[src/rtl/wb_pkg.sv]
// Shared definitions for the Wishbone decoder family: FSM states,
// fault type encodings and the default error read-data pattern.
package wb_pkg;

    typedef enum logic [1:0] {
        ST_IDLE   = 2'd0,
        ST_ACTIVE = 2'd1,
        ST_RESP   = 2'd2
    } wb_state_e;

    localparam logic FAULT_UNMAPPED = 1'b0;
    localparam logic FAULT_TIMEOUT  = 1'b1;

    localparam logic [31:0] ERR_DATA_DEFAULT = 32'hFFFF_FFFF;

endpackage

[src/rtl/wb_watchdog.sv]
// Saturating cycle counter that flags when a wait has lasted TIMEOUT
// cycles. TIMEOUT = 0 disables the expiry output entirely.
module wb_watchdog #(
    parameter int TIMEOUT = 255
) (
    input  logic clk,
    input  logic rst_n,
    input  logic clr,
    input  logic en,
    output logic expired
);

    localparam int CW = (TIMEOUT > 0) ? $clog2(TIMEOUT + 1) : 1;
    localparam logic [CW-1:0] LAST = (TIMEOUT > 0) ? CW'(TIMEOUT - 1) : '0;
    localparam logic [CW-1:0] SAT  = (TIMEOUT > 0) ? CW'(TIMEOUT) : '0;

    logic [CW-1:0] cnt_r;

    // Count enabled cycles, stop at the saturation value, clear on request
    always_ff @(posedge clk or negedge rst_n) begin
        if (!rst_n) begin
            cnt_r <= '0;
        end else if (clr) begin
            cnt_r <= '0;
        end else if (en && (cnt_r != SAT)) begin
            cnt_r <= cnt_r + {{(CW-1){1'b0}}, 1'b1};
        end else begin
            cnt_r <= cnt_r;
        end
    end

    assign expired = (TIMEOUT != 0) && (cnt_r == LAST);

endmodule

[src/rtl/wb_dec_n.sv]
// N-way Wishbone address decoder with one outstanding cycle, registered
// strobes/responses, unmapped-address error, ack watchdog and sticky
// first-fault capture.
module wb_dec_n
    import wb_pkg::*;
#(
    parameter int                      N_SLV    = 4,
    parameter int                      AW       = 30,
    parameter int                      DW       = 32,
    parameter logic [N_SLV*AW-1:0]     BASE     = '0,
    parameter logic [N_SLV*AW-1:0]     MASK     = '0,
    parameter int                      TIMEOUT  = 255,
    parameter logic [DW-1:0]           ERR_DATA = DW'(ERR_DATA_DEFAULT)
) (
    input  logic                  clk_i,
    input  logic                  rst_i,
    input  logic                  cyc_i,
    input  logic                  stb_i,
    input  logic [AW-1:0]         adr_i,
    output logic                  ack_o,
    output logic                  err_o,
    output logic [DW-1:0]         dat_o,
    output logic [N_SLV-1:0]      slv_stb_o,
    input  logic [N_SLV-1:0]      slv_ack_i,
    input  logic [N_SLV*DW-1:0]   slv_dat_i,
    output logic                  fault_valid_o,
    output logic [AW-1:0]         fault_adr_o,
    output logic                  fault_type_o,
    input  logic                  fault_clr_i
);

    localparam int SW = (N_SLV > 1) ? $clog2(N_SLV) : 1;

    wb_state_e        state_r, state_nxt;
    logic [SW-1:0]    sel_r, sel_nxt, hit_idx_s;
    logic [AW-1:0]    adr_r, adr_nxt;
    logic [N_SLV-1:0] stb_r, stb_nxt;
    logic             ack_r, ack_nxt, err_r, err_nxt;
    logic [DW-1:0]    dat_r, dat_nxt;
    logic             fv_r, fv_nxt, ft_r, ft_nxt;
    logic [AW-1:0]    fa_r, fa_nxt;
    logic             any_hit_s, req_s, sel_ack_s, expired_s;
    logic             fault_set_s, fault_type_s;
    logic [AW-1:0]    fault_adr_s;
    logic [DW-1:0]    sel_dat_s;

    assign req_s     = cyc_i & stb_i;
    assign sel_ack_s = slv_ack_i[sel_r];
    assign sel_dat_s = slv_dat_i[sel_r*DW +: DW];

    wb_watchdog #(.TIMEOUT(TIMEOUT)) u_wdog (
        .clk     (clk_i),
        .rst_n   (rst_i),
        .clr     (state_r != ST_ACTIVE),
        .en      (state_r == ST_ACTIVE),
        .expired (expired_s)
    );

    // Address decode: scan downwards so the lowest matching slave wins
    always_comb begin
        any_hit_s = 1'b0;
        hit_idx_s = '0;
        for (int i = N_SLV - 1; i >= 0; i--) begin
            if (((adr_i ^ BASE[i*AW +: AW]) & MASK[i*AW +: AW]) == '0) begin
                any_hit_s = 1'b1;
                hit_idx_s = SW'(i);
            end else begin
                any_hit_s = any_hit_s;
                hit_idx_s = hit_idx_s;
            end
        end
    end

    // State register
    always_ff @(posedge clk_i or negedge rst_i) begin
        if (!rst_i) begin
            state_r <= ST_IDLE;
        end else begin
            state_r <= state_nxt;
        end
    end

    // Next-state logic; a master abort takes priority over a late ack or expiry
    always_comb begin
        state_nxt = state_r;
        case (state_r)
            ST_IDLE: begin
                if (req_s) begin
                    state_nxt = any_hit_s ? ST_ACTIVE : ST_RESP;
                end else begin
                    state_nxt = ST_IDLE;
                end
            end
            ST_ACTIVE: begin
                if (!cyc_i) begin
                    state_nxt = ST_IDLE;
                end else if (sel_ack_s || expired_s) begin
                    state_nxt = ST_RESP;
                end else begin
                    state_nxt = ST_ACTIVE;
                end
            end
            ST_RESP: state_nxt = ST_IDLE;
            default: state_nxt = ST_IDLE;
        endcase
    end

    // Next values of the registered outputs and fault capture; ack beats expiry
    always_comb begin
        stb_nxt      = '0;
        ack_nxt      = 1'b0;
        err_nxt      = 1'b0;
        dat_nxt      = dat_r;
        sel_nxt      = sel_r;
        adr_nxt      = adr_r;
        fault_set_s  = 1'b0;
        fault_type_s = FAULT_UNMAPPED;
        fault_adr_s  = adr_r;
        case (state_r)
            ST_IDLE: begin
                if (req_s && any_hit_s) begin
                    sel_nxt            = hit_idx_s;
                    adr_nxt            = adr_i;
                    stb_nxt[hit_idx_s] = 1'b1;
                end else if (req_s) begin
                    err_nxt      = 1'b1;
                    dat_nxt      = ERR_DATA;
                    fault_set_s  = 1'b1;
                    fault_adr_s  = adr_i;
                    fault_type_s = FAULT_UNMAPPED;
                end else begin
                    stb_nxt = '0;
                end
            end
            ST_ACTIVE: begin
                if (!cyc_i) begin
                    stb_nxt = '0;
                end else if (sel_ack_s) begin
                    ack_nxt = 1'b1;
                    dat_nxt = sel_dat_s;
                end else if (expired_s) begin
                    err_nxt      = 1'b1;
                    dat_nxt      = ERR_DATA;
                    fault_set_s  = 1'b1;
                    fault_adr_s  = adr_r;
                    fault_type_s = FAULT_TIMEOUT;
                end else begin
                    stb_nxt = stb_r;
                end
            end
            ST_RESP: stb_nxt = '0;
            default: stb_nxt = '0;
        endcase

        fv_nxt = fv_r;
        fa_nxt = fa_r;
        ft_nxt = ft_r;
        if (fault_set_s && (!fv_r || fault_clr_i)) begin
            fv_nxt = 1'b1;
            fa_nxt = fault_adr_s;
            ft_nxt = fault_type_s;
        end else if (fault_clr_i) begin
            fv_nxt = 1'b0;
        end else begin
            fv_nxt = fv_r;
        end
    end

    // Output, selection and fault registers
    always_ff @(posedge clk_i or negedge rst_i) begin
        if (!rst_i) begin
            stb_r <= '0;
            ack_r <= 1'b0;
            err_r <= 1'b0;
            dat_r <= '0;
            sel_r <= '0;
            adr_r <= '0;
            fv_r  <= 1'b0;
            fa_r  <= '0;
            ft_r  <= 1'b0;
        end else begin
            stb_r <= stb_nxt;
            ack_r <= ack_nxt;
            err_r <= err_nxt;
            dat_r <= dat_nxt;
            sel_r <= sel_nxt;
            adr_r <= adr_nxt;
            fv_r  <= fv_nxt;
            fa_r  <= fa_nxt;
            ft_r  <= ft_nxt;
        end
    end

    assign slv_stb_o     = stb_r;
    assign ack_o         = ack_r;
    assign err_o         = err_r;
    assign dat_o         = dat_r;
    assign fault_valid_o = fv_r;
    assign fault_adr_o   = fa_r;
    assign fault_type_o  = ft_r;

endmodule

[config.mk]
export PLATFORM = sky130hd
export DESIGN_NAME = wb_dec_n
export DESIGN_NICKNAME = d
export VERILOG_FILES = /design/src/rtl/wb_pkg.sv /design/src/rtl/wb_watchdog.sv /design/src/rtl/wb_dec_n.sv
export SDC_FILE = /design/constraint.sdc
export NUM_CORES = 1
export LEC_CHECK = 0
export BUFFER_PORTS_ARGS = -buffer_cell sky130_fd_sc_hd__buf_4
export CAP_MARGIN = 10
export CORE_ASPECT_RATIO = 0.9
export CORE_MARGIN = 2
export CORE_UTILIZATION = 30
export DETAILED_ROUTE_END_ITERATION = 6
export SYNTH_ARGS = -nofsm -noshare
export SYNTH_HDL_FRONTEND = slang
export SYNTH_SLANG_ARGS = --single-unit
[constraint.sdc]
create_clock -name clk_i -period 2.04 [get_ports clk_i]
set_input_delay 0.102 -clock clk_i [delete_from_list [all_inputs] [get_ports clk_i]]
set_output_delay 0.102 -clock clk_i [all_outputs]
set_load 0.01 [all_outputs]
Yosys cells after proc, flatten, opt, wreduce, memory -nomap -nowiden:

Index checks and enable logic that the tools add are counted.

* bitwise logic cells: 1
* reductions and logical operators: 11
* muxes and demuxes: 22
* eq/ne operators: 5
* add/sub/neg operators: 1

Operator list (number)
* 32-bit two-way mux: 2
* 8-bit two-way mux: 2
* 4-bit two-way mux: 3
* 1-bit two-way mux: 11
* 8-bit by 1-bit adder with 8-bit output, second input constant: 1
* 8-bit == test, second input constant: 1
* 8-bit != test, second input constant: 1
* 4-bit case mux with 2 select lines: 1
* 2-bit nonzero test: 3
* 2-bit two-way mux: 2
* 4-bit != test, second input constant: 1
* 2-bit case mux with 2 select lines: 1
* 3-bit AND reduction: 1
* 2-bit by 1-bit == test with 1-bit output, second input constant: 1
* 1-bit logical AND: 2
* 2-bit zero test: 1
* 1-bit logical OR: 2
* 2-bit by 1-bit != test with 1-bit output, second input constant: 1
* 2-bit AND reduction: 1
* 1-bit bitwise AND: 1
* 1-bit zero test: 1

* output and inout bits: 70
* bits of input ports: 167
* register bits after elaboration: 110
* logic and storage cells: 50

Depth between registers and ports, before layout:

* word-level depth: 7
* gate-level depth with buffers: 7
* mapped depth without buffers: 5

Modules after synthesis:

From an unflattened synthesis, not the netlist that was laid out.

* cells, all modules: 277
* area, all modules: 4274.1 um^2

By module, submodules not included
* wb_dec_n: instances 1, sequential area each 2477.4 um^2, area each 3778.6 um^2, cells each 224
* wb_watchdog: instances 1, sequential area each 200.2 um^2, area each 495.5 um^2, cells each 53

Worst setup path after synthesis:

No wires, ideal clock.

* kind: reg-to-reg
* from: register u_wdog.cnt_r[0]
* to: register fa_r[10], in the netlist fault_adr_o[10]
* setup time: 125 ps
* required time: 1915 ps
* buffers on the path: 2
* arrival time: 1550 ps
* cell stages (with the launch flop): 8
* period minus slack after synthesis: 1674 ps
* slack: 366 ps
* cells stage by stage: dfrtp_1 inv_1 ha_1 and3_1 and4_1 buf_2 buf_6 mux2_2

* longest elaborated chain between the ends: 6

RTL lines
* start: declaration: line wb_watchdog.sv:17 `logic [CW-1:0] cnt_r;`
* start signal: assignment: line wb_watchdog.sv:26 `cnt_r <= cnt_r + {{(CW-1){1'b0}}, 1'b1};`
* start signal: assignment: line wb_watchdog.sv:28 `cnt_r <= cnt_r;`
* 8-bit == test: line wb_watchdog.sv:32 `assign expired = (TIMEOUT != 0) && (cnt_r == LAST);`
* 1-bit two-way mux: line wb_dec_n.sv:141 `end else if (expired_s) begin`
* 1-bit two-way mux: line wb_dec_n.sv:138 `end else if (sel_ack_s) begin`
* 1-bit two-way mux: line wb_dec_n.sv:136 `if (!cyc_i) begin`
* 1-bit two-way mux
* 1-bit logical AND: line wb_dec_n.sv:158 `if (fault_set_s && (!fv_r || fault_clr_i)) begin`
* end signal: assignment: line wb_dec_n.sv:189 `fa_r <= fa_nxt;`
* end: declaration: line wb_dec_n.sv:41 `logic [AW-1:0] fa_r, fa_nxt;`

Every way passes these cells.
A chain may end at the register's enable or synchronous reset.

Worst setup path after layout:

* from: register u_wdog.cnt_r[0]
* to: register fa_r[8], in the netlist fault_adr_o[8]

Same word-level chain as after synthesis.

==> summary.txt <==
Run status
  – Status: finished clean

Layout
  – Multi-input logic area: 1390 µm²
  – Final core utilization: 43.8%
  – Area growth from synthesis to layout: 42.5%
  – Reg area: 2680 µm²
  – Nets@finish: 675
  – Commonest cells after routing, fill and taps aside: 140 x buf_4, 107 x dfrtp_1, 47 x mux2_2
  – Commonest non-fill, non-tap cell in the layout: buf_4
  – Finished Layout Cells: between 700 and 800
  – Layout cells sized above 1: 40.8%
  – Filler cell count: 1341
  – Antenna cells: 0
  – Design Area, Final: 6140 µm²

Route
  – Number of DRC markers in iteration 0: 142
  – Final ANT Viol Nets: 0
  – WL per Instance: about 14 µm
  – Via count: roughly 3200
  – Drt drc: 0
  – Vias per std cell: ~4.6
  – Final wirelength: 9.83 mm
  – Pre-antenna DRT Iters: 4

Synth
  – Post-synth EDFFs: 0
  – Synthesized cell area: 4310 µm²
  – Syn avg cell area: 12.7 µm²
  – Yosys cell types: 36
  – Yosys Warn Count: 0
  – Mapped Cells: between 300 and 400
  – Seq cells post-synth: 107
  – Asr flop ratio synth: 100%
  – Sequential share of the synthesized area: 62.2%
  – Top FF cell, synth: dfrtp_1

Clock tree
  – Clock transition at the registers of the reported paths: 0.07 ns
  – Clk_lat worst skew: about 0.35 ns
  – Root Buffer: clkbuf_16
  – Clock buffer depth: 2
  – H-tree lvl count: 3
  – Total CTS buffers: 9
  – CTS tree: built
  – Clock sinks: between 100 and 150
  – Post-CTS Setup Repair Bufs: 0

Setup path
  – Arrival @ worst endpoint: roughly 2.1 ns
  – Worst-path fanout max: 31
  – Critical Path Source Type: flip-flop
  – Crit Path Class: reg2reg
  – Reg-to-reg slack, setup: 0.18 ns
  – CP endpoint kind: flip-flop
  – Req. time, crit path: around 2.3 ns

Placement
  – I/O Buffers: approximately 130
  – Placed cell area: approximately 5600 µm²
  – Dpl hpwl: 6.78 mm
  – Dpl cells: 656
  – Placer Congestion: 0.730
  – Minimum setup slack after placement: 0.198 ns

Hold path
  – Worst Hold Class: in2reg

Power and ir drop
  – Total Power: 4.66 mW
  – Sw Ratio: 24.4%
  – Power density over cell area: 759 nW/µm²
  – Internal power: 3.52 mW
  – P_leak: roughly 3 nW
  – Power share of the clock group: 34.0%
  – Switching Power: 1.14 mW
  – VDD IR max: 0.000495 V
  – Sequential share of power: 52.0%
  – Combinational group share of total power: 13.9%

STA
  – Final period util: 91.0%
  – Setup TNS Final: 0 ns
  – Fmax: 0.538 GHz
  – Worst-Margin Slew: 0.653 ns
  – Final setup fails: 0
  – Rel. slew slack: 56.5%
  – Worst Skew: 0.00407 ns
  – Final worst hold slack: 0.0222 ns
  – Fin. Hold Viols: 0
  – Slew Viols, Final: 0
  – Min cycle time layout: 1.86 ns
  – Final worst-path setup slack: approximately 0.18 ns
  – RSZ-0062 raised after global routing: false

Die
  – Site row count: 41
  – Die Y: approximately 120 µm
  – Die width: 130 µm
  – Core area: 14000 µm²
  – Die area: 15300 µm²
  – Num ports: 237
  – Initial core utilization: between 30% and 40%

Global route
  – Vias in the first global route: 3342
  – First-pass GRT wire length: 16.1 mm
  – Global route total overflow: 0
  – Largest net degree at the start of global routing: 53
  – GRT Total Usage: 13.3%
  – Initial antenna violation count: 0

Job
  – Max-cap violation count: 0
-- cell families (layout without fill, tap and decap cells) --
| group | Yosys count | in the layout | share of synthesized area [%] |
|---|---|---|---|
| mux | 60 | 60 | 15.7 |
| other cells | 1 | 3 | 0.0870 |
| simple gates | 31 | 31 | 4.30 |
| buf+inv | 57 | 225 | 5.98 |
| flops | 107 | 107 | 62.2 |
| fa+ha+maj | 2 | 2 | 0.581 |
| compound gates | 82 | 82 | 11.2 |
-- cell type report --
cell class	count	area share (%)
Inverter	35	2.14
Tap cell	193	3.93
Timing Repair Buffer	175	23.3
Multi-Input combinational cell	178	22.6
Clock inverter	5	0.632
Clock buffer	10	3.73
Sequential cell	107	43.6
-- power by group through the flow --
| stage | clock network, mW | logic, mW | registers (mW) |
|---|---|---|---|
| after floorplan | 0 | 0.284 | 2.47 |
| after global placement | 0 | 0.592 | 2.45 |
| after detailed placement | 0 | 0.612 | 2.46 |
| after CTS | 1.66 | 0.662 | 2.43 |
| after global routing | 1.75 | 0.719 | 2.45 |
| final | 1.59 | 0.650 | 2.43 |
-- critical path: stages, from the launching register on --
cell and delay (ns):
dfrtp_1 0.41, inv_1 0.11, ha_1 0.16, and3_1 0.22
and4_1 0.25, buf_12 0.21, mux2_2 0.36
-- state kept, by name (all words and copies together), names as in the netlist --
| name | cells |
|---|---|
| adr_r | 30 |
| fault_adr_o | 30 |
| err_o | 1 |
| ack_o | 1 |
| state_r | 2 |
| u_wdog.cnt_r | 8 |
| fault_valid_o | 1 |
| slv_stb_o | 1 |
| dat_o | 32 |
| fault_type_o | 1 |
-- Yosys cell counts (2+ instances only) --
cell	number	area (µm²)
buf_2	8	40.0
clkbuf_1	8	30.0
mux2_1	13	146
buf_4	3	22.5
and3_1	2	12.5
nor3_1	4	20.0
nand3_1	4	20.0
a211oi_1	3	22.5
a31oi_1	3	18.8
a21oi_1	36	180
mux2_2	47	529
o21bai_1	2	15.0
a21o_1	2	15.0
and4_1	2	17.5
dfrtp_1	107	2680
buf_6	3	33.8
nand2b_1	2	12.5
inv_1	35	131
o22ai_1	32	200
ha_1	2	25.0
nand2_1	7	26.3
-- per-layer routing --
metal / GRT usage (%) / up-vias / part of all wire, %
li1: - / 1520 / -
met1: 16.2 / 1582 / 43
met2: 21.1 / 111 / 47
met3: 6.41 / 6 / 9.2
met4: 3.43 / 0 / 0.99
met5: 0 / - / 0
-- path summary, 6_finish.rpt --
| path | start | end | cells after the start |
|---|---|---|---|
| hold / removal | slv_dat_i[30] | dat_o[30] | 3 |
| setup reg to reg | u_wdog.cnt_r[0] | fault_adr_o[8] | 6 |
| hold reg to reg | fault_type_o | fault_type_o | 1 |
| setup / recovery | u_wdog.cnt_r[0] | fault_adr_o[8] | 6 |
| max in group asynchronous | rst_i | dat_o[9] | 3 |
| min in group asynchronous | rst_i | adr_r[27] | 2 |
-- timing repair --
item                                    CTS  global route
endpoints found under the setup margin    0             0
hold buffers                             32             0
hold endpoints to repair                 81             0
gates resized for setup                   0             0
(Power assumes the default switching activity.)
